`src/rtl/mem_port_arbiter_if.sv`:
```
// Bundles the fetch, load/store and memory-side signals of the unified
// memory port arbiter. The arbiter connects through the slave modport;
// the surrounding core/memory environment uses the master modport.
interface mem_port_arbiter_if #(
    parameter int AW = 32,
    parameter int DW = 32
);
    // Pipeline control
    logic            flush_i;

    // Instruction-fetch port
    logic            if_req_i;
    logic [AW-1:0]   if_addr_i;
    logic            if_gnt_o;
    logic            if_rvalid_o;
    logic [DW-1:0]   if_rdata_o;

    // Load/store port
    logic            ls_req_i;
    logic            ls_we_i;
    logic [DW/8-1:0] ls_be_i;
    logic [AW-1:0]   ls_addr_i;
    logic [DW-1:0]   ls_wdata_i;
    logic            ls_gnt_o;
    logic            ls_rvalid_o;
    logic [DW-1:0]   ls_rdata_o;

    // Memory command / response
    logic            mem_req_o;
    logic            mem_we_o;
    logic [DW/8-1:0] mem_be_o;
    logic [AW-1:0]   mem_addr_o;
    logic [DW-1:0]   mem_wdata_o;
    logic            mem_gnt_i;
    logic            mem_rvalid_i;
    logic [DW-1:0]   mem_rdata_i;

    logic            busy_o;

    modport slave (
        input  flush_i,
        input  if_req_i, if_addr_i,
        output if_gnt_o, if_rvalid_o, if_rdata_o,
        input  ls_req_i, ls_we_i, ls_be_i, ls_addr_i, ls_wdata_i,
        output ls_gnt_o, ls_rvalid_o, ls_rdata_o,
        output mem_req_o, mem_we_o, mem_be_o, mem_addr_o, mem_wdata_o,
        input  mem_gnt_i, mem_rvalid_i, mem_rdata_i,
        output busy_o
    );

    modport master (
        output flush_i,
        output if_req_i, if_addr_i,
        input  if_gnt_o, if_rvalid_o, if_rdata_o,
        output ls_req_i, ls_we_i, ls_be_i, ls_addr_i, ls_wdata_i,
        input  ls_gnt_o, ls_rvalid_o, ls_rdata_o,
        input  mem_req_o, mem_we_o, mem_be_o, mem_addr_o, mem_wdata_o,
        output mem_gnt_i, mem_rvalid_i, mem_rdata_i,
        input  busy_o
    );
endinterface

```
`src/rtl/mem_port_arbiter.sv`:
```
// Shares one single-port memory between instruction fetch and the
// load/store unit, one transaction at a time (IDLE -> REQ -> WAIT).
//
// Handshakes: a requester holds req and its fields until it sees a
// one-cycle gnt pulse (issued combinationally in IDLE). The memory
// command is held unchanged with mem_req_o high until mem_gnt_i; the
// response arrives as a single mem_rvalid_i cycle in WAIT and is
// forwarded as a one-cycle rvalid pulse on the owner's port the cycle
// after. Load/store has priority; fetch is forced through after
// STARVE_MAX consecutive load/store grants taken while it was waiting.
module mem_port_arbiter #(
    parameter int AW         = 32,
    parameter int DW         = 32,
    parameter int STARVE_MAX = 4
) (
    input  logic              clk,
    input  logic              rst,
    mem_port_arbiter_if.slave bus,
    output logic [1:0]        dbg_state
);

    localparam int CW = $clog2(STARVE_MAX + 1);

    typedef enum logic [1:0] {
        S_IDLE = 2'd0,
        S_REQ  = 2'd1,
        S_WAIT = 2'd2
    } state_t;

    state_t          state;
    logic [CW-1:0]   starve_cnt;
    logic            drop;
    logic            owner_if;

    logic            mem_req_q;
    logic            mem_we_q;
    logic [DW/8-1:0] mem_be_q;
    logic [AW-1:0]   mem_addr_q;
    logic [DW-1:0]   mem_wdata_q;
    logic            if_rvalid_q;
    logic [DW-1:0]   if_rdata_q;
    logic            ls_rvalid_q;
    logic [DW-1:0]   ls_rdata_q;

    logic            if_elig;
    logic            starved;
    logic            can_grant;
    logic            ls_win;
    logic            if_win;
    logic            flush_fetch;

    // Arbitration: LS by default, IF once the starvation limit is hit.
    // A fetch presented during a flush is stale and not eligible.
    always_comb begin
        if_elig     = bus.if_req_i && !bus.flush_i;
        starved     = (starve_cnt == CW'(STARVE_MAX));
        can_grant   = (state == S_IDLE) && !rst;
        ls_win      = can_grant && bus.ls_req_i && !(if_elig && starved);
        if_win      = can_grant && if_elig && !ls_win;
        flush_fetch = owner_if && bus.flush_i;
    end

    // Transaction FSM with registered command and response outputs.
    always_ff @(posedge clk or posedge rst) begin
        if (rst) begin
            state       <= S_IDLE;
            starve_cnt  <= '0;
            drop        <= 1'b0;
            owner_if    <= 1'b0;
            mem_req_q   <= 1'b0;
            mem_we_q    <= 1'b0;
            mem_be_q    <= '0;
            mem_addr_q  <= '0;
            mem_wdata_q <= '0;
            if_rvalid_q <= 1'b0;
            if_rdata_q  <= '0;
            ls_rvalid_q <= 1'b0;
            ls_rdata_q  <= '0;
        end else begin
            if_rvalid_q <= 1'b0;
            ls_rvalid_q <= 1'b0;
            case (state)
                S_IDLE: begin
                    if (ls_win) begin
                        state       <= S_REQ;
                        mem_req_q   <= 1'b1;
                        drop        <= 1'b0;
                        owner_if    <= 1'b0;
                        mem_we_q    <= bus.ls_we_i;
                        mem_be_q    <= bus.ls_be_i;
                        mem_addr_q  <= bus.ls_addr_i;
                        mem_wdata_q <= bus.ls_wdata_i;
                        // Count only grants that made a waiting fetch wait longer.
                        if (bus.if_req_i) begin
                            if (!starved) begin
                                starve_cnt <= starve_cnt + 1'b1;
                            end
                        end else begin
                            starve_cnt <= '0;
                        end
                    end else if (if_win) begin
                        state       <= S_REQ;
                        mem_req_q   <= 1'b1;
                        drop        <= 1'b0;
                        owner_if    <= 1'b1;
                        mem_we_q    <= 1'b0;
                        mem_be_q    <= '1;
                        mem_addr_q  <= bus.if_addr_i;
                        mem_wdata_q <= '0;
                        starve_cnt  <= '0;
                    end
                end
                S_REQ: begin
                    if (flush_fetch) begin
                        drop <= 1'b1;
                    end
                    if (bus.mem_gnt_i) begin
                        mem_req_q <= 1'b0;
                        state     <= S_WAIT;
                    end
                end
                S_WAIT: begin
                    if (flush_fetch) begin
                        drop <= 1'b1;
                    end
                    if (bus.mem_rvalid_i) begin
                        state <= S_IDLE;
                        if (owner_if) begin
                            // A flush in the response cycle itself also kills it.
                            if (!(drop || bus.flush_i)) begin
                                if_rvalid_q <= 1'b1;
                                if_rdata_q  <= bus.mem_rdata_i;
                            end
                        end else begin
                            ls_rvalid_q <= 1'b1;
                            ls_rdata_q  <= bus.mem_rdata_i;
                        end
                    end
                end
                default: begin
                    state <= S_IDLE;
                end
            endcase
        end
    end

    // Output mapping onto the interface.
    always_comb begin
        bus.if_gnt_o    = if_win;
        bus.ls_gnt_o    = ls_win;
        bus.if_rvalid_o = if_rvalid_q;
        bus.if_rdata_o  = if_rdata_q;
        bus.ls_rvalid_o = ls_rvalid_q;
        bus.ls_rdata_o  = ls_rdata_q;
        bus.mem_req_o   = mem_req_q;
        bus.mem_we_o    = mem_we_q;
        bus.mem_be_o    = mem_be_q;
        bus.mem_addr_o  = mem_addr_q;
        bus.mem_wdata_o = mem_wdata_q;
        bus.busy_o      = (state != S_IDLE);
        dbg_state       = state;
    end

endmodule

```
`src/flat_wrapper.sv`:
```
// flat-port wrapper written by rule: the top's interface ports become plain ports
module mem_port_arbiter_flat 
#(
    parameter int AW         = 32,
    parameter int DW         = 32,
    parameter int STARVE_MAX = 4
)
  (clk, rst, dbg_state, bus_flush_i, bus_if_req_i, bus_if_addr_i, bus_if_gnt_o, bus_if_rvalid_o, bus_if_rdata_o, bus_ls_req_i, bus_ls_we_i, bus_ls_be_i, bus_ls_addr_i, bus_ls_wdata_i, bus_ls_gnt_o, bus_ls_rvalid_o, bus_ls_rdata_o, bus_mem_req_o, bus_mem_we_o, bus_mem_be_o, bus_mem_addr_o, bus_mem_wdata_o, bus_mem_gnt_i, bus_mem_rvalid_i, bus_mem_rdata_i, bus_busy_o);
  mem_port_arbiter_if #(.AW(AW), .DW(DW)) bus_i ();
  input  logic clk;
  input  logic rst;
  output logic [1:0] dbg_state;
  input wire logic [$bits(bus_i.flush_i)-1:0] bus_flush_i;
  input wire logic [$bits(bus_i.if_req_i)-1:0] bus_if_req_i;
  input wire logic [$bits(bus_i.if_addr_i)-1:0] bus_if_addr_i;
  output wire logic [$bits(bus_i.if_gnt_o)-1:0] bus_if_gnt_o;
  output wire logic [$bits(bus_i.if_rvalid_o)-1:0] bus_if_rvalid_o;
  output wire logic [$bits(bus_i.if_rdata_o)-1:0] bus_if_rdata_o;
  input wire logic [$bits(bus_i.ls_req_i)-1:0] bus_ls_req_i;
  input wire logic [$bits(bus_i.ls_we_i)-1:0] bus_ls_we_i;
  input wire logic [$bits(bus_i.ls_be_i)-1:0] bus_ls_be_i;
  input wire logic [$bits(bus_i.ls_addr_i)-1:0] bus_ls_addr_i;
  input wire logic [$bits(bus_i.ls_wdata_i)-1:0] bus_ls_wdata_i;
  output wire logic [$bits(bus_i.ls_gnt_o)-1:0] bus_ls_gnt_o;
  output wire logic [$bits(bus_i.ls_rvalid_o)-1:0] bus_ls_rvalid_o;
  output wire logic [$bits(bus_i.ls_rdata_o)-1:0] bus_ls_rdata_o;
  output wire logic [$bits(bus_i.mem_req_o)-1:0] bus_mem_req_o;
  output wire logic [$bits(bus_i.mem_we_o)-1:0] bus_mem_we_o;
  output wire logic [$bits(bus_i.mem_be_o)-1:0] bus_mem_be_o;
  output wire logic [$bits(bus_i.mem_addr_o)-1:0] bus_mem_addr_o;
  output wire logic [$bits(bus_i.mem_wdata_o)-1:0] bus_mem_wdata_o;
  input wire logic [$bits(bus_i.mem_gnt_i)-1:0] bus_mem_gnt_i;
  input wire logic [$bits(bus_i.mem_rvalid_i)-1:0] bus_mem_rvalid_i;
  input wire logic [$bits(bus_i.mem_rdata_i)-1:0] bus_mem_rdata_i;
  output wire logic [$bits(bus_i.busy_o)-1:0] bus_busy_o;
  assign bus_i.flush_i = bus_flush_i;
  assign bus_i.if_req_i = bus_if_req_i;
  assign bus_i.if_addr_i = bus_if_addr_i;
  assign bus_if_gnt_o = bus_i.if_gnt_o;
  assign bus_if_rvalid_o = bus_i.if_rvalid_o;
  assign bus_if_rdata_o = bus_i.if_rdata_o;
  assign bus_i.ls_req_i = bus_ls_req_i;
  assign bus_i.ls_we_i = bus_ls_we_i;
  assign bus_i.ls_be_i = bus_ls_be_i;
  assign bus_i.ls_addr_i = bus_ls_addr_i;
  assign bus_i.ls_wdata_i = bus_ls_wdata_i;
  assign bus_ls_gnt_o = bus_i.ls_gnt_o;
  assign bus_ls_rvalid_o = bus_i.ls_rvalid_o;
  assign bus_ls_rdata_o = bus_i.ls_rdata_o;
  assign bus_mem_req_o = bus_i.mem_req_o;
  assign bus_mem_we_o = bus_i.mem_we_o;
  assign bus_mem_be_o = bus_i.mem_be_o;
  assign bus_mem_addr_o = bus_i.mem_addr_o;
  assign bus_mem_wdata_o = bus_i.mem_wdata_o;
  assign bus_i.mem_gnt_i = bus_mem_gnt_i;
  assign bus_i.mem_rvalid_i = bus_mem_rvalid_i;
  assign bus_i.mem_rdata_i = bus_mem_rdata_i;
  assign bus_busy_o = bus_i.busy_o;
  mem_port_arbiter #(.AW(AW), .DW(DW), .STARVE_MAX(STARVE_MAX)) u_core (.clk(clk), .rst(rst), .bus(bus_i), .dbg_state(dbg_state));
endmodule
```
`config.mk`:
```
export PLATFORM = sky130hd
export DESIGN_NAME = mem_port_arbiter_flat
export DESIGN_NICKNAME = d
export VERILOG_FILES = /design/src/rtl/mem_port_arbiter_if.sv /design/src/rtl/mem_port_arbiter.sv /design/src/flat_wrapper.sv
export SDC_FILE = /design/constraint.sdc
export NUM_CORES = 1
export LEC_CHECK = 0
export BUFFER_PORTS_ARGS = -buffer_cell sky130_fd_sc_hd__buf_2
export CORE_MARGIN = 1
export CORE_UTILIZATION = 40
export DETAILED_ROUTE_END_ITERATION = 6
export GPL_TIMING_DRIVEN = 1
export PLACE_DENSITY = 0.77
export SYNTH_ARGS = -nofsm -noshare
export SYNTH_HDL_FRONTEND = slang
export SYNTH_SLANG_ARGS = --single-unit
```
`constraint.sdc`:
```
create_clock -name clk -period 6.79 [get_ports clk]
set_input_delay 0.3395 -clock clk [delete_from_list [all_inputs] [get_ports clk]]
set_output_delay 0.3395 -clock clk [all_outputs]
set_load 0.02 [all_outputs]
```
==> run metrics, run 1 <==
status finished clean; CTS Buffer Depth 2; CP Capture Type primary output; layout cells sized above 1 47.97%; first-pass GRT wire length 21280 um; CP delay by family, top simple AND/OR/NAND/NOR gates; detailed-route DRC error count 0; sequential element share of the synthesized area ~62%; RSZ-0062 raised after global routing false; Setup Crit Path Kind flip-flop to primary output; setup slack after layout 3.528 ns; max cap viols 0; WP data required approximately 6.5 ns; final net count about 900; Reg clk slew, reported paths 0.06 ns; Cell Chain, Critical Path inv_1, ha_1, and2b_1, o211ai_4, inv_4, nor2_4, buf_2; # resized after CTS 0; vias in the first global route between 4000 and 5000; initial antenna violation count 0; ys async rst share 100.0%; post-synthesis register bit count 143; commonest cells in the netlist dfrtp_1 (143), nand2_1 (101), a22o_1 (66); die height 121.9 um; Syn Area/Cell 12.76 um2; crit path buf inv count 3; critical path depth 7; 1st-pass router iterations 6; Placement Rows 43; Slew @ Worst Pin 1.017 ns; synth-to-layout area growth 35.19%; Reg-to-Reg End u_core.bus.ls_rdata_o[23]; part of the cycle the worst path needs 48.04%; met2 Use GR 29.87%; HP Class input port to async pin; grt met3 use 5.993%; # IOs approximately 280; CTS Buf Count 17; most common cell in the netlist dfrtp_1; core area around 0.014 mm2; top cells by area, synth dfrtp_1 (62%), a22o_1 (10%), mux2_2 (6.7%), nand2_1 (6.6%), a21o_1 (4.2%); area fraction of the dominant cell type after synthesis a little over 60%; Max Slew Vio Count 0; Non-Filler Instances 918; Lkg Pwr 0.004441 uW; Antenna diodes 0; CTS H-tree lvls 4; routability congestion estimate around 0.78; count of cell types in the netlist 32; Routed Wire Length 14100 um; Peak Freq approximately 310 MHz; Root Buffer clkbuf_16; remaining global-route overflow 0; Power Density 503.1 mW/mm2; die footprint 0.01487 mm2; synthesized area 0.005753 mm2; wire per inst 15.36 um; dominant synthesized flop cell dfrtp_1; vias per inst just under 5; Setup Viol. Count Final 0; # fillers between 1000 and 1500; CTS hold repair buffers 0; initial drt markers roughly 180; largest area contributor in the netlist dfrtp_1; Worst Clk Skew 0.006457 ns; starting density of the core 41.29%; crit-path max FO 69; vias post-DR 4543; setup bufs post-CTS 0; Detail Route Antenna Nets 0; met1 GRT Util 23.00%; Rel. slew slack between 30 and 40%; CP startpoint u_core.dbg_state[0]; Post-Syn Instances around 450; GRT busiest layer met2; clk_lat worst skew 0.41 ns; R2R depth 7; Worst setup endpoint bus_if_gnt_o; GRT Util Overall 18.82%; YS warnings 0; Final Hold Vio Count 0; clock sink count 143; pin count of the biggest net entering global routing 81; Placed Instances 887; Fin Setup TNS 0 ns; Die Wd 121.9 um; Worst path slowest cell nor2_4; Buffers on Ports 280; CP max stage delay 0.69 ns; Worst setup SP type flip-flop; FF-to-FF Start u_core.dbg_state[0]; Final HPWL DP roughly 9800 um; CTS tree built; Final min period 3.262 ns; crit path DAT 2.92 ns; VDD IR max 239.7 uV; reg2reg setup slack 4.21 ns; syn_nets about 600; dpl ws 3.953 ns; number of synthesized flops with an enable pin 0
## logic make-up after synthesis
family          share of synthesized area (%)
compound gates                          17.05
flops                                   62.20
simple gates                            8.243
buf+inv                                 3.915
fa+ha+maj                               1.740
mux                                     6.851
## cells in the final DEF (no fill, tap or decap), types with 2 or more instances in the layout
master,instances
buf_4,3
a21o_1,32
mux2_2,34
nand3_1,2
inv_6,2
buf_2,280
clkinvlp_4,3
o21ai_0,2
nand2_1,101
a22o_1,66
o22a_1,4
clkbuf_1,4
nor2_1,2
clkinv_2,3
a21oi_1,5
bufinv_16,2
dfrtp_1,143
clkbuf_16,17
ha_1,8
inv_1,8
## state kept, by name, indices dropped and copies added (netlist names), 2 cells and up
signal                  cells
u_core.bus.ls_rdata_o      32
u_core.bus.mem_wdata_o     32
u_core.bus.mem_addr_o      32
u_core.bus.if_rdata_o      32
u_core.starve_cnt           3
u_core.dbg_state            2
u_core.bus.mem_be_o         4
## metal layers
layer | wire (um) | share of wire [%]
met3 | 1123 | 8.0
met5 | 0 | 0
met2 | 6670 | 47
met4 | 358 | 2.5
met1 | 5952 | 42
## how the worst min path moves through the flow
| stage | startpoint | to | slack [ns] |
|---|---|---|---|
| 3_5_place_dp | u_core.bus.ls_rdata_o[0] | u_core.bus.ls_rdata_o[0] | 0.46 |
| 6_report | rst | u_core.bus.mem_wdata_o[0] | 0.004 |
| 5_1_grt | rst | u_core.bus.mem_be_o[3] | 0.06 |
| 2_1_floorplan | bus_mem_rdata_i[0] | u_core.bus.ls_rdata_o[0] | 0.44 |
| 3_3_place_gp | u_core.bus.ls_rdata_o[5] | u_core.bus.ls_rdata_o[5] | 0.45 |
| 4_1_cts | rst | u_core.starve_cnt[0] | 0.01 |
## layout make-up
| cell class | count | area (um2) | area share (%) |
|---|---|---|---|
| Sequential cell | 143 | 3578 | 46.01 |
| Clock buffer | 21 | 440.4 | 5.663 |
| Tap cell | 180 | 225.2 | 2.896 |
| Timing Repair Buffer | 283 | 1424 | 18.31 |
| Clock inverter | 10 | 115.1 | 1.480 |
| Inverter | 10 | 45.04 | 0.5792 |
| Multi-Input combinational cell | 271 | 1949 | 25.06 |
## worst reg2reg max path, delay by kind of cell, from the launching register on
kind | cells | cell delay, ns
adders and majority gates | 1 | 0.18
buffers and inverters | 2 | 1.00
and+or+nand+nor | 4 | 0.90
DFF | 1 | 0.45
## per-stage QoR
stage / utilization [%] / total power (uW) / hold WS, ns / cell area (um2)
CTS: 55.81 / 3957 / 0.01394 / 7777
global route: 55.81 / 4149 / 0.05611 / 7777
global placement: 51.83 / 3016 / 0.4533 / 7222
detailed placement: 51.83 / 3050 / 0.4566 / 7222
floorplan: - / 2501 / 0.4449 / 5753
finish: 55.81 / 3913 / 0.003713 / 7777
## power breakdown
part	internal, uW	switching, uW
Clock	538	342
Sequential	1230	199
Combinational	639	965
Total	2410	1510
No activity file was read; power rests on OpenSTA's default activity.
==> inputs of run 2 (changes only) <==
Settings changed: PLACE_DENSITY 0.77 to 0.8.
Clock period 6.79 ns to 2.9 ns, I/O delays scaled along.
==> run metrics, run 2 (same netlist as run 1, synthesis figures left out) <==
max cap viols 0; vias per inst 5.039; crit path DAT between 2 and 2.5 ns; Detail Route Antenna Nets 0; Rel. slew slack a little over half; Placement Rows 43; initial drt markers 287; CP Capture Type primary output; Flop pwr share 36.1%; FF+latch area roughly 0.0036 mm2; Final HPWL DP 10270 um; Worst setup SP type flip-flop; CTS hold repair buffers 102; hold_ws approximately 0.037 ns; setup slack after layout 0.3039 ns; CTS Buf Count 17; pin count of the biggest net entering global routing 80; HP Class input port to flip-flop; # resized after CTS 0; combinational power share 42.2%; crit-path max FO 18; GRT Util Overall 23.88%; Root Buffer clkbuf_16; Final min period 2.596 ns; clk_lat worst skew 0.41 ns; vias in the first global route 5428; # IOs 281; Setup Crit Path Kind flip-flop to primary output; Final Hold Vio Count 0; Power Density 1063 mW/mm2; Slew @ Worst Pin 0.6901 ns; Lkg Pwr 0.004909 uW; Buffers on Ports 280; detailed-route DRC error count 0; die height between 100 and 150 um; Peak Freq a little under 400 MHz; Die Wd 121.9 um; setup bufs post-CTS 0; VDD IR max 552.3 uV; wire per inst 17.08 um; first-pass GRT wire length ~27000 um; vias post-DR 5175; RSZ-0062 raised after global routing false; final net count 982; Setup Viol. Count Final 0; starting density of the core approximately two fifths; Clk pwr share 21.7%; Reg clk slew, reported paths around 0.060 ns; 1st-pass router iterations 7; layout cells sized above 1 42.98%; remaining global-route overflow 0; Sw Ratio 39.55%; most frequent cells in the layout buf_2 (280), dfrtp_1 (143), dlygate4sd3_1 (102); dpl ws slightly below 0.7 ns; WP data required 2.76 ns; Internal around 5700 uW; CTS Buffer Depth 2; Antenna diodes 0; Worst Clk Skew 0.008515 ns; die footprint approximately 0.015 mm2; Multi-input gate area 0.001949 mm2; Fin Setup TNS 0 ns; post-layout util a little under two thirds; Max Slew Vio Count 0; status finished clean; clock sink count 143; CTS tree built; part of the cycle the worst path needs around nine tenths; synth-to-layout area growth 53.94%; # fillers between 1000 and 1500; core area roughly 0.014 mm2; initial antenna violation count 0; CTS H-tree lvls 4; Routed Wire Length approximately 18000 um; commonest non-fill, non-tap cell in the layout buf_2; Psw approximately 3700 uW; routability congestion estimate about 0.74
==> run 2: final timing paths <==
path	start	endpoint	slack, ns	cells past startpoint
min reg2reg	u_core.bus.ls_rdata_o[7]	u_core.bus.ls_rdata_o[7]	0.47	2
max in group asynchronous	rst	u_core.bus.mem_addr_o[21]	1.64	4
max	u_core.dbg_state[0]	bus_if_gnt_o	0.30	7
min in group asynchronous	rst	u_core.bus.mem_wdata_o[2]	0.38	3
min	bus_ls_addr_i[20]	u_core.bus.mem_addr_o[20]	0.04	3
max reg2reg	u_core.dbg_state[0]	u_core.bus.mem_addr_o[21]	0.65	8
==> run 2: stage by stage <==
stage          total power, uW  cells  cell area, um2
6_report                  9412   1027            8856
5_1_grt                   9924   1027            8856
4_1_cts                   9383   1027            8856
3_5_place_dp              7187    893            7278
3_3_place_gp              7079    893            7278
2_1_floorplan             5856    451            5757
==> run 2: area by class of cell <==
class / instances / share of cell area (%)
inverter: 10 / 0.4945
clock buffer: 19 / 5.001
tap: 180 / 2.543
clock inverter: 13 / 1.286
timing repair buffer: 391 / 28.26
multi-input combinational: 271 / 22.01
sequential: 143 / 40.41
==> run 2: power groups by stage <==
stage | clock network (uW) | logic (uW) | registers (uW)
finish | 2040 | 3970 | 3400
global route | 2180 | 4260 | 3490
CTS | 2090 | 3930 | 3360
detailed placement | 0 | 3820 | 3370
global placement | 0 | 3740 | 3340
floorplan | 0 | 1440 | 4420
==> run 2: critical path, cell delays in order (launching register included) <==
cell and delay, ns:
dfrtp_1 0.42, inv_1 0.10, ha_1 0.24, and2b_1 0.26, o211ai_4 0.17, inv_4 0.14
nor2_4 0.44, buf_2 0.26
==> run 2: per-layer routing <==
layer  routed length (um)  vias up  GRT usage (%)
met5                    0        -              0
met4                  486        0          11.03
met3                 1535       42          8.521
met2                 8980      265          41.88
met1                 6534     2514          25.54
li1                     -     2354              -
